$ cat config.mk
export PLATFORM = sky130hd
export DESIGN_NAME = sevenseg_mux
export DESIGN_NICKNAME = d
export VERILOG_FILES = /design/src/rtl/sevenseg_mux.sv
export SDC_FILE = /design/constraint.sdc
export NUM_CORES = 1
export LEC_CHECK = 0
export CAP_MARGIN = 20
export CELL_PAD_IN_SITES_DETAIL_PLACEMENT = 1
export CELL_PAD_IN_SITES_GLOBAL_PLACEMENT = 1
export CORE_AREA = 3 3 107 109
export DETAILED_ROUTE_END_ITERATION = 12
export DIE_AREA = 0 0 110 112
export PLACE_DENSITY_LB_ADDON = 0.1
export SYNTH_ARGS = -nofsm -noshare
export SYNTH_HDL_FRONTEND = slang
export SYNTH_SLANG_ARGS = --single-unit
$ cat constraint.sdc
create_clock -name clk -period 2.7 [get_ports clk]
set_clock_uncertainty 0.15 [all_clocks]
set_input_delay 0.54 -clock clk [delete_from_list [all_inputs] [get_ports clk]]
set_output_delay 0.54 -clock clk [all_outputs]
set_load 0.02 [all_outputs]
$ cat src/rtl/sevenseg_mux.sv
// Time-multiplexed seven-segment controller for common-anode displays.
// Scans NUM_DIGITS hex digits through shared active-low segment lines.
// Features: per-digit decimal point, per-digit blanking, leading-zero
// suppression, a per-frame input snapshot and an anode guard interval.
module sevenseg_mux #(
   parameter int NUM_DIGITS   = 8,
   parameter int REFRESH_DIV  = 100000,
   parameter int GUARD_CYCLES = 1
) (
   input  logic                    clk,
   input  logic                    rst,
   input  logic [4*NUM_DIGITS-1:0] d,
   input  logic [NUM_DIGITS-1:0]   dp,
   input  logic [NUM_DIGITS-1:0]   blank,
   input  logic                    lz_en,
   output logic [6:0]              segs_n,
   output logic                    dp_n,
   output logic [NUM_DIGITS-1:0]   an_n
);

   localparam int CW = $clog2(REFRESH_DIV);
   localparam int IW = (NUM_DIGITS > 1) ? $clog2(NUM_DIGITS) : 1;
   localparam logic [CW-1:0] LAST_CNT = CW'(REFRESH_DIV - 1);
   localparam logic [IW-1:0] LAST_IDX = IW'(NUM_DIGITS - 1);
   localparam logic [CW-1:0] GUARD_C  = CW'(GUARD_CYCLES);

   // Scan position
   logic [CW-1:0] cnt;
   logic [IW-1:0] idx;

   // Per-frame snapshot of the inputs
   logic [4*NUM_DIGITS-1:0] d_s;
   logic [NUM_DIGITS-1:0]   dp_s;
   logic [NUM_DIGITS-1:0]   blank_s;
   logic                    lz_s;

   // Per-digit views of the snapshot
   logic [3:0]            nib [NUM_DIGITS];
   logic [NUM_DIGITS-1:0] sup;
   logic [NUM_DIGITS-1:0] sel;
   logic                  lit;

   // Hex digit to segment pattern, a..g on bits 6..0, active high
   function automatic logic [6:0] hex_seg(input logic [3:0] h);
      logic [6:0] s;
      case (h)
         4'h0: s = 7'b1111110;
         4'h1: s = 7'b0110000;
         4'h2: s = 7'b1101101;
         4'h3: s = 7'b1111001;
         4'h4: s = 7'b0110011;
         4'h5: s = 7'b1011011;
         4'h6: s = 7'b1011111;
         4'h7: s = 7'b1110000;
         4'h8: s = 7'b1111111;
         4'h9: s = 7'b1110011;
         4'hA: s = 7'b1110111;
         4'hB: s = 7'b0011111;
         4'hC: s = 7'b0001101;
         4'hD: s = 7'b0111101;
         4'hE: s = 7'b1001111;
         default: s = 7'b1000111;
      endcase
      return s;
   endfunction

   // Nibble split, digit select and leading-zero detection per digit.
   // Each digit checks its own nibble and everything to its left, so a
   // digit is blanked only when no nonzero digit sits above it.
   generate
      for (genvar gi = 0; gi < NUM_DIGITS; gi++) begin : g_digit
         assign nib[gi] = d_s[4*gi+3 : 4*gi];
         assign sel[gi] = (idx == IW'(gi));
         if (gi == 0) begin : g_first
            assign sup[gi] = 1'b0;
         end else begin : g_upper
            assign sup[gi] = lz_s && (d_s[4*NUM_DIGITS-1 : 4*gi] == '0);
         end
      end
   endgenerate

   // Current digit is lit once the guard interval has elapsed
   assign lit = (cnt >= GUARD_C) && !blank_s[idx];

   // Slot counter and digit index advance
   always_ff @(posedge clk or posedge rst) begin
      if (rst) begin
         cnt <= '0;
         idx <= '0;
      end else if (cnt == LAST_CNT) begin
         cnt <= '0;
         idx <= (idx == LAST_IDX) ? '0 : idx + 1'b1;
      end else begin
         cnt <= cnt + 1'b1;
      end
   end

   // Capture the live inputs at the start of each frame
   always_ff @(posedge clk or posedge rst) begin
      if (rst) begin
         d_s     <= '0;
         dp_s    <= '0;
         blank_s <= '0;
         lz_s    <= 1'b0;
      end else if (cnt == '0 && idx == '0) begin
         d_s     <= d;
         dp_s    <= dp;
         blank_s <= blank;
         lz_s    <= lz_en;
      end
   end

   // Registered pin drive: one anode at most, dark during guard or blank
   always_ff @(posedge clk or posedge rst) begin
      if (rst) begin
         an_n   <= '1;
         segs_n <= 7'h7F;
         dp_n   <= 1'b1;
      end else if (lit) begin
         an_n   <= ~sel;
         segs_n <= sup[idx] ? 7'h7F : ~hex_seg(nib[idx]);
         dp_n   <= ~dp_s[idx];
      end else begin
         an_n   <= '1;
         segs_n <= 7'h7F;
         dp_n   <= 1'b1;
      end
   end

endmodule

After elaboration in Yosys (flattened, before gate mapping)

Memory sizes are Yosys's and may differ from the RTL's.
Cells that the tools add are included.

Bits of input ports: 51
Memories: 1
ROM bits: 112
Output and inout bits: 16
Logic and storage cells: 62
Bits in registers: 85

Bitwise logic cells: 4
Eq/ne operators: 8
Order comparisons: 3
Add/subtract/negate cells: 2
Mux-type cells: 16
Reductions and logical operators: 19

Memories:

| memory          | words | bits a word | read ports | clocked after Yosys merged registers in | wr ports | line | RTL |
|---|---|---|---|---|---|---|---|
| (no name shown) | 16    | 7           | 1          | 0                                       | 0        | 46   | `case (h)` |

Operators with widths:

| operator                                                    | count |
|---|---|
| zero test 28 bit                                            | 1 |
| zero test 24 bit                                            | 1 |
| 2-to-1 mux 7 bit                                            | 3 |
| zero test 20 bit                                            | 1 |
| adder 17 x 1 -> 17 bit (second input constant)              | 1 |
| equality test 17 bit (second input constant)                | 1 |
| >= comparator 17 x 1 -> 1 bit (second input constant)       | 1 |
| zero test 17 bit                                            | 1 |
| 2-to-1 mux 17 bit                                           | 1 |
| zero test 16 bit                                            | 1 |
| binary-select mux 4 bit (select 3 bit)                      | 1 |
| equality test 3 bit (second input constant)                 | 4 |
| zero test 12 bit                                            | 1 |
| binary-select mux 1 bit (select 3 bit)                      | 3 |
| logical AND 1 bit                                           | 9 |
| zero test 8 bit                                             | 1 |
| 2-to-1 mux 4 bit                                            | 2 |
| 2-to-1 mux 8 bit                                            | 1 |
| NOT 8 bit                                                   | 1 |
| NOT 7 bit                                                   | 1 |
| equality test 3 x 2 -> 1 bit (second input constant)        | 2 |
| >= comparator 4 bit (second input constant)                 | 1 |
| zero test 4 bit                                             | 1 |
| less-than comparator 3 x 4 -> 1 bit (second input constant) | 1 |
| 8 further kinds                                             | 11 |

Logic depth before layout (Yosys ltp)

An unclocked memory read counts as a cell.

Word-level depth: 9
Mapped depth: 10
Mapped depth without buffers: 8

Worst setup path after synthesis

OpenSTA, ideal clock, no wires.

Path kind: reg2reg
Start point: register idx[1]
End point: register segs_n[2]
Clock period less this slack: 2.290 ns
Stages on the path, launching flop included: 9
Library setup time: 0.080 ns
Setup slack: 0.410 ns
Arrival time: 2.061 ns
Data required time: 2.470 ns
Path buffers: 1
Cells stage by stage: dfrtp_1 > buf_2 > mux4_2 > mux2i_4 > inv_2 > ha_1 > mux2_2 > a22oi_1 > nand2_1

Cells in the longest elaborated chain, start to end: 9
Elaborated cells between the ends (all ways): 15

Ends and longest elaborated chain:

| what                                                 | line | RTL |
|---|---|---|
| start: declaration                                   | 29   | `logic [IW-1:0] idx;` |
| start signal: assignment                             | 92   | `idx <= (idx == LAST_IDX) ? '0 : idx + 1'b1;` |
| NOT 3 -> 4 bit (implied by the code)                 | 121  | `segs_n <= sup[idx] ? 7'h7F : ~hex_seg(nib[idx]);` |
| binary-select mux 4 bit (select 3 bit)               | 121  |  |
| 2-to-1 mux 4 bit (implied by the code) (2 in series) | 121  |  |
| memory read (16 x 7 bit)                             | --   |  |
| 2-to-1 mux 7 bit                                     | 119  | `end else if (lit) begin` |
| NOT 7 bit                                            | 121  |  |
| 2-to-1 mux 7 bit                                     | 121  |  |
| 2-to-1 mux 7 bit (*)                                 | 119  |  |
| end signal: assignment                               | 121  |  |
| end: declaration                                     | 16   | `output logic [6:0] segs_n,` |

Mark *: on every way between the ends. The rest lies on a longest branch, timed or not. The select of a mux whose other input is x is not followed.
A chain may end at the register's enable or synchronous reset.

Worst setup path after layout

Start point: register idx[0]
End point: register segs_n[3]

The elaborated chain is that of the path after synthesis.

==> report_table.html <==
<table>
<tr><th>Metric</th><th>Value</th></tr>
<tr><th colspan="2">Outcome</th></tr>
<tr><td>Outcome</td><td>finished, final reports clean</td></tr>
<tr><th colspan="2">Floorplan</th></tr>
<tr><td>Initial core utilization</td><td>39.59%</td></tr>
<tr><td>Die W</td><td>110 um</td></tr>
<tr><td>Y dimension of the die</td><td>112 um</td></tr>
<tr><td>Die Area</td><td>~0.012 sq mm</td></tr>
<tr><td>Area of the placeable core</td><td>0.01070 sq mm</td></tr>
<tr><td>Number of placement rows</td><td>38</td></tr>
<tr><td>Ports placed on the boundary</td><td>67</td></tr>
<tr><th colspan="2">Timing</th></tr>
<tr><td>Hold Vio Cnt, Final</td><td>0</td></tr>
<tr><td>Worst Tran Pin Value</td><td>between 0.4 and 0.5 ns</td></tr>
<tr><td>Max Freq</td><td>between 0.4 and 0.5 GHz</td></tr>
<tr><td>Setup total negative slack</td><td>0 ns</td></tr>
<tr><td>Shortest clock period the worst path allows after layout</td><td>2.421 ns</td></tr>
<tr><td>RSZ-0062 raised after global routing</td><td>no</td></tr>
<tr><td>Max Transition Viols Final</td><td>0</td></tr>
<tr><td>Endpoints failing setup</td><td>0</td></tr>
<tr><td>Min Hold Slack</td><td>~0.36 ns</td></tr>
<tr><td>Relative slew margins</td><td>between 60% and 70%</td></tr>
<tr><td>Final worst path period share</td><td>89.65%</td></tr>
<tr><th colspan="2">Cells and area</th></tr>
<tr><td>Most common cell after layout, fill and taps aside</td><td>dfrtp_1</td></tr>
<tr><td>Most frequent cells in the layout</td><td>dfrtp_1, clkdlybuf4s50_1, mux2_2, nand2_1, nor2_1</td></tr>
<tr><td>Layout-stage area growth over the synthesis result</td><td>23.81%</td></tr>
<tr><td>Final nets</td><td>approximately 450</td></tr>
<tr><td>Share of the core filled with cells in the final layout</td><td>just under 50%</td></tr>
<tr><td>Antenna diode count</td><td>0</td></tr>
<tr><td>Fraction of layout instances using a drive strength above 1</td><td>a little over a quarter</td></tr>
<tr><th colspan="2">Synth</th></tr>
<tr><td>Cell count after synthesis</td><td>between 300 and 400</td></tr>
<tr><td>Leading register cell type out of synthesis</td><td>dfrtp_1</td></tr>
<tr><td>Number of library cell types mapped by synthesis</td><td>53</td></tr>
<tr><td>Number of enable-type register cells in the synthesized netlist</td><td>0</td></tr>
<tr><td>Yosys reg bits</td><td>85</td></tr>
<tr><td>Count of yosys warnings during synthesis</td><td>0</td></tr>
<tr><td>Syn nets</td><td>approximately 380</td></tr>
<tr><td>Async S/R FF share, synth</td><td>100.0%</td></tr>
<tr><td>Syn avg cell area</td><td>roughly 14 sq um</td></tr>
<tr><td>Fraction of the yosys area taken by sequential cells</td><td>between 50 and 60%</td></tr>
<tr><td>Post-synthesis instance area</td><td>0.004235 sq mm</td></tr>
<tr><th colspan="2">Power and ir drop</th></tr>
<tr><td>Total leakage power</td><td>around 0.0021 uW</td></tr>
<tr><td>Worst supply voltage drop on vdd</td><td>between 200 and 300 uV</td></tr>
<tr><td>Power per unit of standard cell area</td><td>~460 mW/mm^2</td></tr>
<tr><th colspan="2">Global route</th></tr>
<tr><td>Largest net degree at the start of global routing</td><td>86</td></tr>
<tr><td>Initial antenna violation count</td><td>0</td></tr>
<tr><td>Wire length of the first global-routing pass</td><td>about 14,000 um</td></tr>
<tr><td>Total overflow reported by the global router</td><td>0</td></tr>
<tr><td>Overall fraction of global-route tracks in use</td><td>14.96%</td></tr>
<tr><td>Vias in the first global route</td><td>2,886</td></tr>
<tr><th colspan="2">CTS</th></tr>
<tr><td>Number of H-tree levels</td><td>3</td></tr>
<tr><td>Later-pin clock latency in the skew report</td><td>roughly 0.35 ns</td></tr>
<tr><td>Post-CTS setup-driven buffer insertion count</td><td>0</td></tr>
<tr><td>Quantity of hold-fixing buffers added after cts</td><td>0</td></tr>
<tr><td>Total clock buffers created by CTS</td><td>9</td></tr>
<tr><td>CTS sink cnt</td><td>between 80 and 90</td></tr>
<tr><td>Clk pin slew, worst setup/hold paths</td><td>~0.080 ns</td></tr>
<tr><td>CTS-repair resized insts</td><td>0</td></tr>
<tr><td>CTS tree</td><td>done</td></tr>
<tr><td>Maximum number of buffers from clock root to sink</td><td>2</td></tr>
<tr><td>Clock root buffer</td><td>clkbuf_8</td></tr>
<tr><th colspan="2">Place</th></tr>
<tr><td>Routability cong.</td><td>roughly 0.8</td></tr>
<tr><td>Dpl hpwl</td><td>between 6000 and 7000 um</td></tr>
<tr><td>Number of port buffers</td><td>66</td></tr>
<tr><th colspan="2">Setup path</th></tr>
<tr><td>Startpoint-to-endpoint class of the critical path</td><td>reg2reg</td></tr>
<tr><td>Cell family with most CP delay</td><td>multiplexers</td></tr>
<tr><td>Series of cell instances along the critical path</td><td>mux4_2 -&gt; mux2i_4 -&gt; ha_1 -&gt; mux2i_1 -&gt; nor2_1 -&gt; o21ai_2</td></tr>
<tr><td>Startpoint type of the worst setup path</td><td>flip-flop</td></tr>
<tr><td>Critical Path Slowest Stage Cell</td><td>mux4_2</td></tr>
<tr><td>Arrival time at the worst endpoint</td><td>around 2.6 ns</td></tr>
<tr><td>Worst-path maximum fanout</td><td>10</td></tr>
<tr><td>Critical path's largest stage delay</td><td>~0.6 ns</td></tr>
<tr><td>Crit path required time</td><td>2.83 ns</td></tr>
<tr><td>Sum of buffers and inverters on the critical path</td><td>0</td></tr>
<tr><td>Kind of end point of the critical path</td><td>flip-flop</td></tr>
<tr><th colspan="2">Detailed routing</th></tr>
<tr><td>Violation count after the first detailed-routing iteration</td><td>118</td></tr>
<tr><td>Antenna Violating Nets Remaining</td><td>0</td></tr>
<tr><td>Routed vias</td><td>around 2,700</td></tr>
<tr><td>Number of remaining DRC errors</td><td>0</td></tr>
<tr><td>Detail-routed net length per standard cell</td><td>around 16 um</td></tr>
<tr><td>Drt first pass iters</td><td>4</td></tr>
<tr><td>DRT Wirelength</td><td>8683 um</td></tr>
<tr><td>Detail-routed via count per cell</td><td>5.013</td></tr>
<tr><th colspan="2">Hold path</th></tr>
<tr><td>Worst hold path class</td><td>reg2reg</td></tr>
<tr><th colspan="2">Run</th></tr>
<tr><td>Max Cap Violations</td><td>0</td></tr>
</table>
-- kinds of logic after synthesis --
logic type	count (synthesis)	share of synthesized area, %
flops	85	50.69
compound gates	19	4.254
buf+inv	23	3.308
xor+xnor	14	2.895
mux	72	23.78
fa+ha+maj	15	4.372
simple gates	85	10.69
-- final timing paths --
path,depth (start not counted),end,slack (ns),from
max in group asynchronous,3,segs_n[0],1.53,rst
setup / recovery,6,segs_n[3],0.28,idx[0]
min in group asynchronous,3,cnt[13],0.51,rst
hold reg to reg,1,blank_s[1],0.36,blank_s[1]
setup reg to reg,6,segs_n[3],0.28,idx[0]
hold / removal,1,blank_s[1],0.36,blank_s[1]
-- cells in the mapped netlist, types with 3 or more instances --
library cell  number  area share (%)
buf_2              5            0.59
buf_4              4            0.71
dfrtp_1           69              41
dfstp_2           16             9.9
ha_1              14             4.1
inv_1              6            0.53
mux2_1            10             2.7
mux2_2            41              11
mux2i_1            5             1.2
mux2i_4            4             2.1
mux4_1             6             3.7
mux4_2             6             3.2
nand2_1           27             2.4
nand3_1            6            0.71
nand4_1            5            0.74
nor2_1            18             1.6
nor3_1             4            0.47
nor4_1             6            0.89
o21ai_0            4            0.47
or4_1              3            0.53
xnor2_1            6             1.2
xor2_1             8             1.7
-- routing by layer --
metal	track usage (%)	wire length, um	part of all wire, %
met2	23.54	4203	48
met3	2.725	314	3.6
met4	4.738	123	1.4
met5	0	0	0
met1	20.90	4042	47
-- per-stage QoR --
stage,instance area (sq um),worst slack (ns),std cells,power [uW]
after global placement,5075,0.3461,515,1631
final,5244,0.2794,531,2411
after detailed placement,5075,0.2541,515,1637
after floorplan,4239,0.4098,313,1501
after global routing,5244,0.1259,531,2537
after CTS,5244,0.2456,531,2453
-- worst reg2reg max path, stage by stage (launching register included) --
cell and delay (ns):
dfrtp_1 0.60, mux4_2 0.61, mux2i_4 0.27, ha_1 0.34, mux2i_1 0.18, nor2_1 0.08
o21ai_2 0.14
-- state kept, by name (all words and copies together) (netlist names) --
register / cells
dp_n: 1
d_s: 32
idx: 3
dp_s: 8
an_n: 8
cnt: 17
lz_s: 1
segs_n: 7
blank_s: 8
-- power by group --
group          internal [uW]  switching, uW  leakage [uW]
registers               1330           30.5       0.00100
logic                    148            100       0.00100
clock network            354            451     0.0000889
total                   1830            582       0.00210
-- final cells by class --
class,instances,area [sq um]
fill,1126,5454
clock buffer,11,141.4
inverter,9,37.54
timing repair buffer,76,760.7
clock inverter,5,27.53
tap,140,175.2
multi-input combinational,205,1954
sequential,85,2147
No activity file was read; power rests on OpenSTA's default activity.
